`config.mk`:
```
export PLATFORM = sky130hd
export DESIGN_NAME = mux_q1_cmd_feeder
export DESIGN_NICKNAME = d
export VERILOG_FILES = /design/src/rtl/mux_q1_pkg.sv /design/src/rtl/mux_q1_cmd_fifo.sv /design/src/rtl/mux_q1_cmd_feeder.sv
export SDC_FILE = /design/constraint.sdc
export NUM_CORES = 1
export LEC_CHECK = 0
export BUFFER_PORTS_ARGS = -buffer_cell sky130_fd_sc_hd__buf_4
export CAP_MARGIN = 20
export CELL_PAD_IN_SITES_DETAIL_PLACEMENT = 1
export CELL_PAD_IN_SITES_GLOBAL_PLACEMENT = 2
export CORE_UTILIZATION = 36
export DETAILED_ROUTE_END_ITERATION = 8
export GPL_TIMING_DRIVEN = 0
export PLACE_DENSITY_LB_ADDON = 0.1
export SYNTH_ARGS = -nofsm -noshare
export SYNTH_HDL_FRONTEND = slang
export SYNTH_SLANG_ARGS = --single-unit
export TNS_END_PERCENT = 100
```
`constraint.sdc`:
```
create_clock -name clk -period 2.1 [get_ports clk]
set_clock_uncertainty 0.05 [all_clocks]
set_input_delay 0.21 -clock clk [delete_from_list [all_inputs] [get_ports clk]]
set_output_delay 0.21 -clock clk [all_outputs]
set_load 0.02 [all_outputs]
```
`src/rtl/mux_q1_pkg.sv`:
```
// mux_q1_pkg: shared op codes, feeder FSM states and command-word sizing.
package mux_q1_pkg;
  localparam logic [1:0] OP_ZERO = 2'b00;
  localparam logic [1:0] OP_ADD  = 2'b01;
  localparam logic [1:0] OP_XOR  = 2'b10;
  localparam logic [1:0] OP_EVEN = 2'b11;
  typedef enum logic [1:0] {IDLE, ISSUE, HOLD} state_t;
  function automatic int cmd_w(input int data_w);
    return 2 + 2 * data_w;
  endfunction
endpackage

```
`src/rtl/mux_q1_cmd_fifo.sv`:
```
// mux_q1_cmd_fifo: synchronous FIFO holding packed {op,x,y} commands.
module mux_q1_cmd_fifo #(
  parameter int W     = 18,
  parameter int DEPTH = 4,
  parameter int CNT_W = $clog2(DEPTH) + 1
) (
  input  logic             clk,
  input  logic             rst,
  input  logic             push,
  input  logic [W-1:0]     wdata,
  input  logic             pop,
  output logic [W-1:0]     rdata,
  output logic             full,
  output logic             empty,
  output logic [CNT_W-1:0] count
);
  localparam int AW = $clog2(DEPTH);
  logic [W-1:0]  mem [DEPTH];
  logic [AW-1:0] wptr, rptr;
  logic          do_push, do_pop;
  assign full    = count == CNT_W'(DEPTH);
  assign empty   = count == '0;
  assign do_push = push && !full;
  assign do_pop  = pop && !empty;
  assign rdata   = mem[rptr];
  always_ff @(posedge clk)
    if (do_push) mem[wptr] <= wdata;
  always_ff @(posedge clk) begin
    if (rst) begin
      wptr  <= '0;
      rptr  <= '0;
      count <= '0;
    end else begin
      if (do_push) wptr <= wptr + 1'b1;
      if (do_pop) rptr <= rptr + 1'b1;
      count <= (do_push && !do_pop) ? count + 1'b1 :
               (do_pop && !do_push) ? count - 1'b1 : count;
    end
  end
endmodule

```
`src/rtl/mux_q1_cmd_feeder.sv`:
```
// mux_q1_cmd_feeder: buffers commands, drives mux_Q1 operands, returns its result.
module mux_q1_cmd_feeder
  import mux_q1_pkg::*;
#(
  parameter int DATA_W = 8,
  parameter int DEPTH  = 4,
  parameter int CNT_W  = $clog2(DEPTH) + 1
) (
  input  logic              clk,
  input  logic              rst,
  input  logic              in_valid,
  output logic              in_ready,
  input  logic [1:0]        in_op,
  input  logic [DATA_W-1:0] in_x,
  input  logic [DATA_W-1:0] in_y,
  output logic [1:0]        s0,
  output logic [DATA_W-1:0] x,
  output logic [DATA_W-1:0] y,
  input  logic [DATA_W-1:0] z,
  output logic              out_valid,
  input  logic              out_ready,
  output logic [DATA_W-1:0] out_z,
  output logic [1:0]        out_op,
  output logic [CNT_W-1:0]  count
);
  localparam int CW = cmd_w(DATA_W);
  state_t        state, state_n;
  logic          full, empty, pop;
  logic [CW-1:0] rdata;
  mux_q1_cmd_fifo #(.W(CW), .DEPTH(DEPTH), .CNT_W(CNT_W)) u_fifo (
    .clk(clk), .rst(rst), .push(in_valid), .wdata({in_op, in_x, in_y}),
    .pop(pop), .rdata(rdata), .full(full), .empty(empty), .count(count)
  );
  assign in_ready = !full;
  always_comb begin
    pop     = !empty && (state == IDLE || (state == HOLD && out_ready));
    state_n = state == ISSUE ? HOLD :
              pop ? ISSUE :
              (state == HOLD && out_ready) ? IDLE : state;
  end
  always_ff @(posedge clk)
    state <= rst ? IDLE : state_n;
  // z is a pure function of the registered operands, so it is stable by ISSUE
  always_ff @(posedge clk) begin
    if (rst) begin
      s0        <= '0;
      x         <= '0;
      y         <= '0;
      out_valid <= 1'b0;
      out_z     <= '0;
      out_op    <= '0;
    end else begin
      if (pop) {s0, x, y} <= rdata;
      if (state == ISSUE) begin
        out_z     <= z;
        out_op    <= s0;
        out_valid <= 1'b1;
      end else if (state == HOLD && out_ready) begin
        out_valid <= 1'b0;
      end
    end
  end
endmodule

```
Yosys cells after proc, flatten, opt, wreduce, memory -nomap -nowiden
Memory sizes are Yosys's and may differ from the RTL's. A register that Yosys moved wholly into a read port is not among the register bits.
Index checks and enable logic that the tools add are counted.
{"block": "classes", "eq_ne": 3, "add_sub_neg": 4, "mux": 9, "reduce_logical": 18}
{"operator": "$logic_and A1 B1 Y1", "count": 6}
{"operator": "$mux W2", "count": 3}
{"operator": "$mux W3", "count": 2}
{"operator": "$reduce_bool A2 Y1", "count": 3}
{"operator": "$add A2 B1 Y2 const B", "count": 2}
{"operator": "$logic_not A1 Y1", "count": 4}
{"operator": "$mux W1", "count": 4}
{"operator": "$add A3 B1 Y3 const B", "count": 1}
{"operator": "$eq A3 B3 Y1 const B", "count": 1}
{"operator": "$logic_not A3 Y1", "count": 1}
{"operator": "$reduce_bool A3 Y1", "count": 1}
{"operator": "$sub A3 B1 Y3 const B", "count": 1}
{"operator": "$eq A2 B1 Y1 const B", "count": 1}
{"operator": "$eq A2 B2 Y1 const B", "count": 1}
{"operator": "$logic_not A2 Y1", "count": 1}
{"operator": "$reduce_or A2 Y1", "count": 1}
{"operator": "$logic_or A1 B1 Y1", "count": 1}
{"block": "totals", "inputBits": 30, "memories": 1, "ramBits": 72, "reg_bits": 20, "wordCells": 43}
{"name": "u_fifo.mem", "depth": 4, "word_bits": 18, "read_ports": 1, "rd_clocked_by_memory_dff": 1, "wr": 1, "line_no": "mux_q1_cmd_fifo.sv:18", "text": "logic [W-1:0] mem [DEPTH];"}

Logic depth before layout (Yosys ltp)
Gate-level depths: netlist of the first run.
{"block": "depth", "word_depth": 8, "mapped_depth": 9}

Cells and area by module
Synthesis of the first run repeated with hierarchy kept, for this count alone.
{"block": "unflattened", "cells_unflattened": 278, "area_unflattened_um2": 4359.2}
{"module": "mux_q1_cmd_fifo", "cells_per_inst": 142, "seq_area_each_um2": 2342.2, "n_inst": 1, "area_each_um2": 3079.2}
{"module": "mux_q1_cmd_feeder", "cells_per_inst": 136, "seq_area_each_um2": 620.6, "n_inst": 1, "area_each_um2": 1280.0}

Least setup slack after synthesis of the first run
No wires, ideal clock.
{"block": "synth_path", "kind": "register -> register", "from": "reg u_fifo.count[0]", "to": "reg u_fifo.count[2]", "stages_incl_launch_ff": 10, "path_buffers": 1, "t_arrival_ns": 2.231, "setup_slack_ns": -0.251, "setup_time_ns": 0.070, "cell_sequence": "dfxtp_1 -> or3_1 -> buf_4 -> nand3_1 -> ha_1 -> inv_1 -> fa_1 -> xor2_1 -> or3_1 -> a21oi_1"}
{"block": "synth_via", "elab_chain_cells": 7, "word_cells_on_any_way": 16, "cone_classes": "add/sub (2); eq/ne (1); mux (2); reduce/logical (11)"}
{"item": "start: declaration", "line_no": "mux_q1_cmd_fifo.sv:15", "text": "output logic [CNT_W-1:0] count"}
{"item": "start signal: assignment", "line_no": "mux_q1_cmd_fifo.sv:36", "text": "count <= (do_push && !do_pop) ? count + 1'b1 :"}
{"item": "branches (longest 7 deep; another with $sub A3 B1 Y3)"}
Parallel ways; which one is timed is not known. The select of a mux whose other input is x is not followed.
A chain may end at the register's enable or synchronous reset.

Final worst setup path of the first run
{"block": "layout_path", "from": "reg u_fifo.count[2]", "to": "reg u_fifo.count[2]"}
Same word-level chain as after synthesis.

==> reports/results.txt, run 1 <==
Outcome - finished with violations
Failing checks - DRC
Die H - 111 um
Antenna viol nets, final - 0
Buffers added on ports - 62
Setup crit start - u_fifo.count[2]
Crit path DAT - 2290 ps
Slowest CP cell - or3_4
Endpoints failing hold - 0
Final Wtd Congestion - 0.714
Max-cap violations - 0
Layout fillers - 1182
Total wire length - 9210 um
Peak supply drop - 0.000650 V
CP Cell Sequence - or3_4 -> nand3_4 -> ha_4 -> inv_2 -> fa_2 -> xor2_1 -> or3_1 -> a21oi_1
Share of cells above drive strength 1 - 0.336
Chip width - 111 um
Post-DP Area - 5000 um2
Fmax - 483 MHz
DP HPWL - 6120 um
Detailed Routing Iterations Pass 1 - 6
Final setup viols - 0
CTS HTree Levels - 3
Reg2Reg Setup Slack - 30 ps
Vias per cell - 5.12
Vias post-DR - 2606
CTS Buffer Depth - 2
Hold Path Class - in -> reg
Sequential area share after synthesis - 0.679
Final setup margin - 31.6 ps
Pin count of the biggest net entering global routing - 19
Worst-path fanout max - 6
Gate Count Post-Synth - 285
Fin. max-slew vios - 0
Root Driver - clkbuf_16
Synthesized net count - 321
Layout net count - 398
CTS Buf Count - 9
Worst path bufs/invs - 1
Starting Density - 0.374
CTS tree - built
CTS sink count - 110
Synthesized area - 4310 um2
Tcrit/Tclk final - 0.985
Crit end category - flop
Clock Latency Late Sink - 350 ps
Initial DRC count - 92
I/O pins - 63
Setup CP Type - reg -> reg
Clock slew at reported path FFs - 70 ps
Min Tclk post-route - 2070 ps
Inst Count DP - 490
Final Cell Area - 5280 um2
CP Data Required Time - 2330 ps
DRC violations left - 9
Reg2reg end - u_fifo.count[2]
Total GRT Usage - 0.158
Grt total ovfl - 0
Core Rows - 39
Post-Syn Area per Cell - 15.1 um2
Ant. Diodes - 0
Area delta synth->final - 22.7%
Fin Hold WS - 10.1 ps
Setup slack at placement - -161 ps
Synth cell types - 34
Critical path depth - 8
Hold depth - 1
Top delay family on crit path - simple AND/OR/NAND/NOR gates
#FFs+latches synth - 110
RSZ-0062 raised after global routing - yes
Core Area - 11500 um2
Number of global-route vias before repair - 2698
P_leak - 1.92 nW
Layout Cells excl Fill - 509
Reg2reg start - u_fifo.count[2]
Slew headroom - 0.302
Critical Path End - u_fifo.count[2]
Routed len/inst - 18.1 um
Cell Pwr Density - 1310 nW/um2
Syn. warnings - 0
Antenna violations before repair - 0
Worst Setup Start Kind - flop
DIE AREA - 12400 um2
Max incr delay on CP - 400 ps
First-pass GRT wire length - 14600 um
Path depth of the worst reg2reg path - 8
Slew @ Worst Pin - 1050 ps
-- cell usage after synthesis --
library cell	n	area share
edfxtp_1	72	0.50
dfxtp_1	38	0.18
a21oi_1	34	0.040
nand2_1	21	0.018
nand4_1	19	0.028
o31ai_1	19	0.033
mux4_2	17	0.089
buf_4	6	0.010
clkbuf_1	5	0.0044
ha_1	5	0.015
nor2_1	5	0.0044
and3_1	4	0.0058
buf_2	4	0.0046
inv_1	4	0.0035
buf_6	3	0.0078
nand3_1	3	0.0035
o21ai_0	3	0.0035
clkbuf_8	2	0.0064
inv_2	2	0.0017
nand2b_1	2	0.0029
nor2b_1	2	0.0029
or3_1	2	0.0029
xor2_1	2	0.0041
a311oi_1	1	0.0020
and2b_1	1	0.0017
buf_8	1	0.0035
clkbuf_4	1	0.0017
fa_1	1	0.0046
mux2_1	1	0.0026
mux2i_1	1	0.0023
mux4_1	1	0.0061
nor3_1	1	0.0012
nor3b_2	1	0.0029
or4_1	1	0.0017
-- placed cells by master (no fill, tap or decap), types with 2 or more instances in the layout --
cell / Yosys / final
clkbuf_8: 2 / 2
ha_1: 5 / 4
inv_2: 2 / 3
xor2_1: 2 / 2
nand4_1: 19 / 19
o21ai_0: 3 / 3
nand2b_1: 2 / 2
inv_1: 4 / 3
nand2_1: 21 / 21
buf_6: 3 / 3
and3_1: 4 / 4
nor2_1: 5 / 5
buf_4: 6 / 72
nand3_1: 3 / 2
dfxtp_4: 0 / 2
nor2b_1: 2 / 2
a21oi_1: 34 / 34
dfxtp_2: 0 / 2
dfxtp_1: 38 / 34
edfxtp_1: 72 / 72
buf_2: 4 / 4
mux4_2: 17 / 17
clkbuf_1: 5 / 8
o31ai_1: 19 / 19
clkbuf_16: 0 / 9
-- report_power, final --
part | total (mW) | leakage, nW | switching [mW] | internal [mW]
clock network | 1.54 | 0.119 | 0.742 | 0.801
registers | 2.88 | 0.973 | 0.199 | 2.68
logic | 2.52 | 0.830 | 1.36 | 1.16
total | 6.94 | 1.92 | 2.30 | 4.64
-- how the worst min path moves through the flow --
stage / startpoint / to / slack [ps]
finish: in_x[7] / u_fifo.mem[2][15] / 10
global route: in_y[3] / u_fifo.mem[2][3] / 4
CTS: in_y[3] / u_fifo.mem[0][3] / 0.4
detailed placement: in_y[4] / u_fifo.mem[2][4] / 360
global placement: in_op[0] / u_fifo.mem[2][16] / 360
floorplan: in_y[0] / u_fifo.mem[0][0] / 260
-- area by class of cell --
| cell class | instances | area, um2 | share of cell area |
|---|---|---|---|
| repair buffers | 67 | 505 | 0.0957 |
| flip-flops and latches | 110 | 2930 | 0.555 |
| multi-input cells | 147 | 1230 | 0.232 |
| well taps | 143 | 179 | 0.0339 |
| plain buffers | 21 | 160 | 0.0303 |
| clock inverters | 3 | 21.3 | 0.00403 |
| clock buffers | 12 | 236 | 0.0448 |
| inverters | 6 | 22.5 | 0.00426 |
-- cells by family after synthesis --
| logic type | synth area share |
|---|---|
| fa+ha+maj | 0.0192 |
| compound gates | 0.0782 |
| xor+xnor | 0.00407 |
| flops | 0.679 |
| simple gates | 0.0758 |
| mux | 0.0999 |
| buf+inv | 0.0442 |
-- per-layer routing --
metal	vias up	global-route usage	part of all wire
met5	-	0	0
met4	0	0.0865	0.024
met3	13	0.0305	0.037
met2	55	0.256	0.47
met1	1278	0.202	0.47
li1	1260	-	-
-- sequential cells by signal, summed over array words and instances (netlist names) --
name and cells:
u_fifo.wptr 2, out_z 8, x 8, y 8
u_fifo.mem 72, out_valid 1, state 2, s0 2
u_fifo.rptr 2, u_fifo.count 3, out_op 2
-- repair_timing --
action                                  CTS  global route
endpoints found under the setup margin    1             1
pin swaps                                 2             0
hold buffers                              1             0
resized for setup                         1             2
buffers inserted                          4             0
endpoints found under the hold margin     4             0
-- stage by stage --
stage | util | setup TNS (ps) | power, mW
after floorplan | - | -49.9 | 4.61
final | 0.459 | 0 | 6.94
after global placement | 0.434 | -149 | 5.43
after CTS | 0.459 | 0 | 7.03
after global routing | 0.459 | -45.7 | 7.35
after detailed placement | 0.434 | -161 | 5.47
Note: power is estimated with default switching activity, not from simulation.
==> run 2: changes to the inputs <==
BUFFER_PORTS_ARGS = unset   (was -buffer_cell sky130_fd_sc_hd__buf_4)
CORE_MARGIN = 2   (was unset)
CORE_UTILIZATION = 40   (was 36)
DONT_BUFFER_PORTS = 1   (was unset)
GPL_TIMING_DRIVEN = unset   (was 0)
==> run 2 against run 1 <==
The flow now finishes without violations. Non-clock buffer count decreased by 39. Fmax decreased by 0.79%. Die area decreased by 6.4%. Utilization increased by 2.7 points. Combinational power decreased by 23%. Worst hold slack improved by 27 ps. Clock power decreased by 10%. Register-to-register slack got worse by 20 ps. Final area decreased by 4.7%. Sequential power increased by 7.6%. Critical path depth unchanged. Global-route usage increased by 0.93 points.
==> reports/results.txt, run 2 (same netlist as run 1, synthesis figures left out) <==
Worst Setup Start Kind - flop
Outcome - completed
Core Rows - 37
CTS sink count - 110
Buffers added on ports - 0
DRC violations left - 0
P_leak - 1.71 nW
CP Cell Sequence - or3_4 -> nand3_4 -> ha_4 -> inv_1 -> fa_2 -> xor2_1 -> or3_1 -> a21oi_2
CTS Buf Count - 9
Grt total ovfl - 0
GRT met1 Usage - 0.224
Clock Latency Late Sink - 360 ps
Total GRT Usage - 0.168
Max incr delay on CP - 400 ps
Post-DP Area - 4480 um2
Met2 usage - 0.267
Fin. max-slew vios - 0
DIE AREA - 11600 um2
Setup CP Type - reg -> reg
Ant. Diodes - 0
Crit end category - flop
Fmax - 480 MHz
Slowest CP cell - or3_4
Starting Density - 0.415
Detailed Routing Iterations Pass 1 - 4
Area delta synth->final - 17.0%
Slew headroom - 0.737
Initial DRC count - 164
Setup slack at placement - -3.85 ps
Endpoints failing hold - 0
CTS HTree Levels - 3
Final setup margin - 15.1 ps
Most common cell after layout, fill and taps aside - edfxtp_1
RSZ-0062 raised after global routing - yes
Slew @ Worst Pin - 394 ps
Commonest cells after routing, fill and taps aside - edfxtp_1 (72), dfxtp_1 (35), a21oi_1 (33)
Vias post-DR - 2469
Number of global-route vias before repair - 2651
Antenna violations before repair - 0
Share of cells above drive strength 1 - 0.198
I/O pins - 63
Chip width - 108 um
Util after Layout - 0.486
Cell Pwr Density - 1270 nW/um2
Antenna viol nets, final - 0
CTS tree - built
Pin count of the biggest net entering global routing - 38
Worst path bufs/invs - 1
Worst-path fanout max - 3
Final Wtd Congestion - 0.608
Max reg flops - 72
DP HPWL - 5530 um
Final setup viols - 0
Crit path DAT - 2330 ps
Clock slew at reported path FFs - 100 ps
Final Cell Area - 5040 um2
Total wire length - 9130 um
CTS Buffer Depth - 2
CP Data Required Time - 2340 ps
First-pass GRT wire length - 14400 um
Top reg by flops - u_fifo.mem
Vias per cell - 5.32
Die H - 108 um
Core Area - 10400 um2
Routed len/inst - 19.7 um
Met3 usage - 0.0400
Hold Path Class - in -> reg
Peak supply drop - 0.000475 V
Tcrit/Tclk final - 0.993
Max-cap violations - 0
Layout net count - 359
Top Usage Layer GRT - met2
Min Tclk post-route - 2080 ps
Top delay family on crit path - simple AND/OR/NAND/NOR gates
Root Driver - clkbuf_8
## run 2: metal layers
metal  share of wire  wire (um)  vias to the layer above
met5               0          0                        -
met4           0.016        145                        0
met3           0.055        502                       10
met2            0.46       4210                       64
met1            0.47       4270                     1217
li1                -          -                     1178
## run 2: repair_timing
action | CTS | global route
hold buffers | 30 | 0
pin swaps | 0 | 1
endpoints found under the setup margin | 1 | 1
gates resized for setup | 1 | 1
hold endpoints to repair | 109 | 0
buffers inserted | 2 | 0
## run 2: final timing paths
check	start	endpoint	slack (ps)	cells after the start
worst min-delay path	rst	u_fifo.rptr[1]	40	2
worst max-delay path	u_fifo.count[2]	u_fifo.count[2]	20	8
worst min register to register	u_fifo.wptr[1]	u_fifo.wptr[1]	500	2
worst max register to register	u_fifo.count[2]	u_fifo.count[2]	20	8
## run 2: cell type report
class,instances,area [um2]
clock buffer,9,124
clock inverter,7,98.8
fill,1040,5330
inverter,6,22.5
multi-input combinational,147,1240
sequential,110,2930
tap,136,170
timing repair buffer,49,453
## run 2: worst reg2reg max path, delay by kind of cell, from the launching register on
family,cells,cell delay [ps]
buffers and inverters,1,50
adders and majority gates,2,460
DFF,1,360
and+or+nand+nor,3,840
AOI/OAI and AO/OA,1,120
xor gates and xnor gates,1,150
## run 2: where the power goes
| part | internal (mW) | switching (mW) | leakage [nW] | total [mW] |
|---|---|---|---|---|
| Clock | 0.677 | 0.707 | 0.111 | 1.38 |
| Sequential | 2.67 | 0.426 | 0.973 | 3.10 |
| Combinational | 0.860 | 1.08 | 0.628 | 1.94 |
## run 2: stage by stage
stage               TNS, ps  cells  power (mW)  hold slack, ps
finish                    0    464        6.42            37.0
floorplan             -49.9    285        4.61             259
global route          -81.7    464        6.82            25.9
global placement          0    416        5.00             236
detailed placement    -3.85    416        5.03             240
CTS                       0    464        6.51            19.9
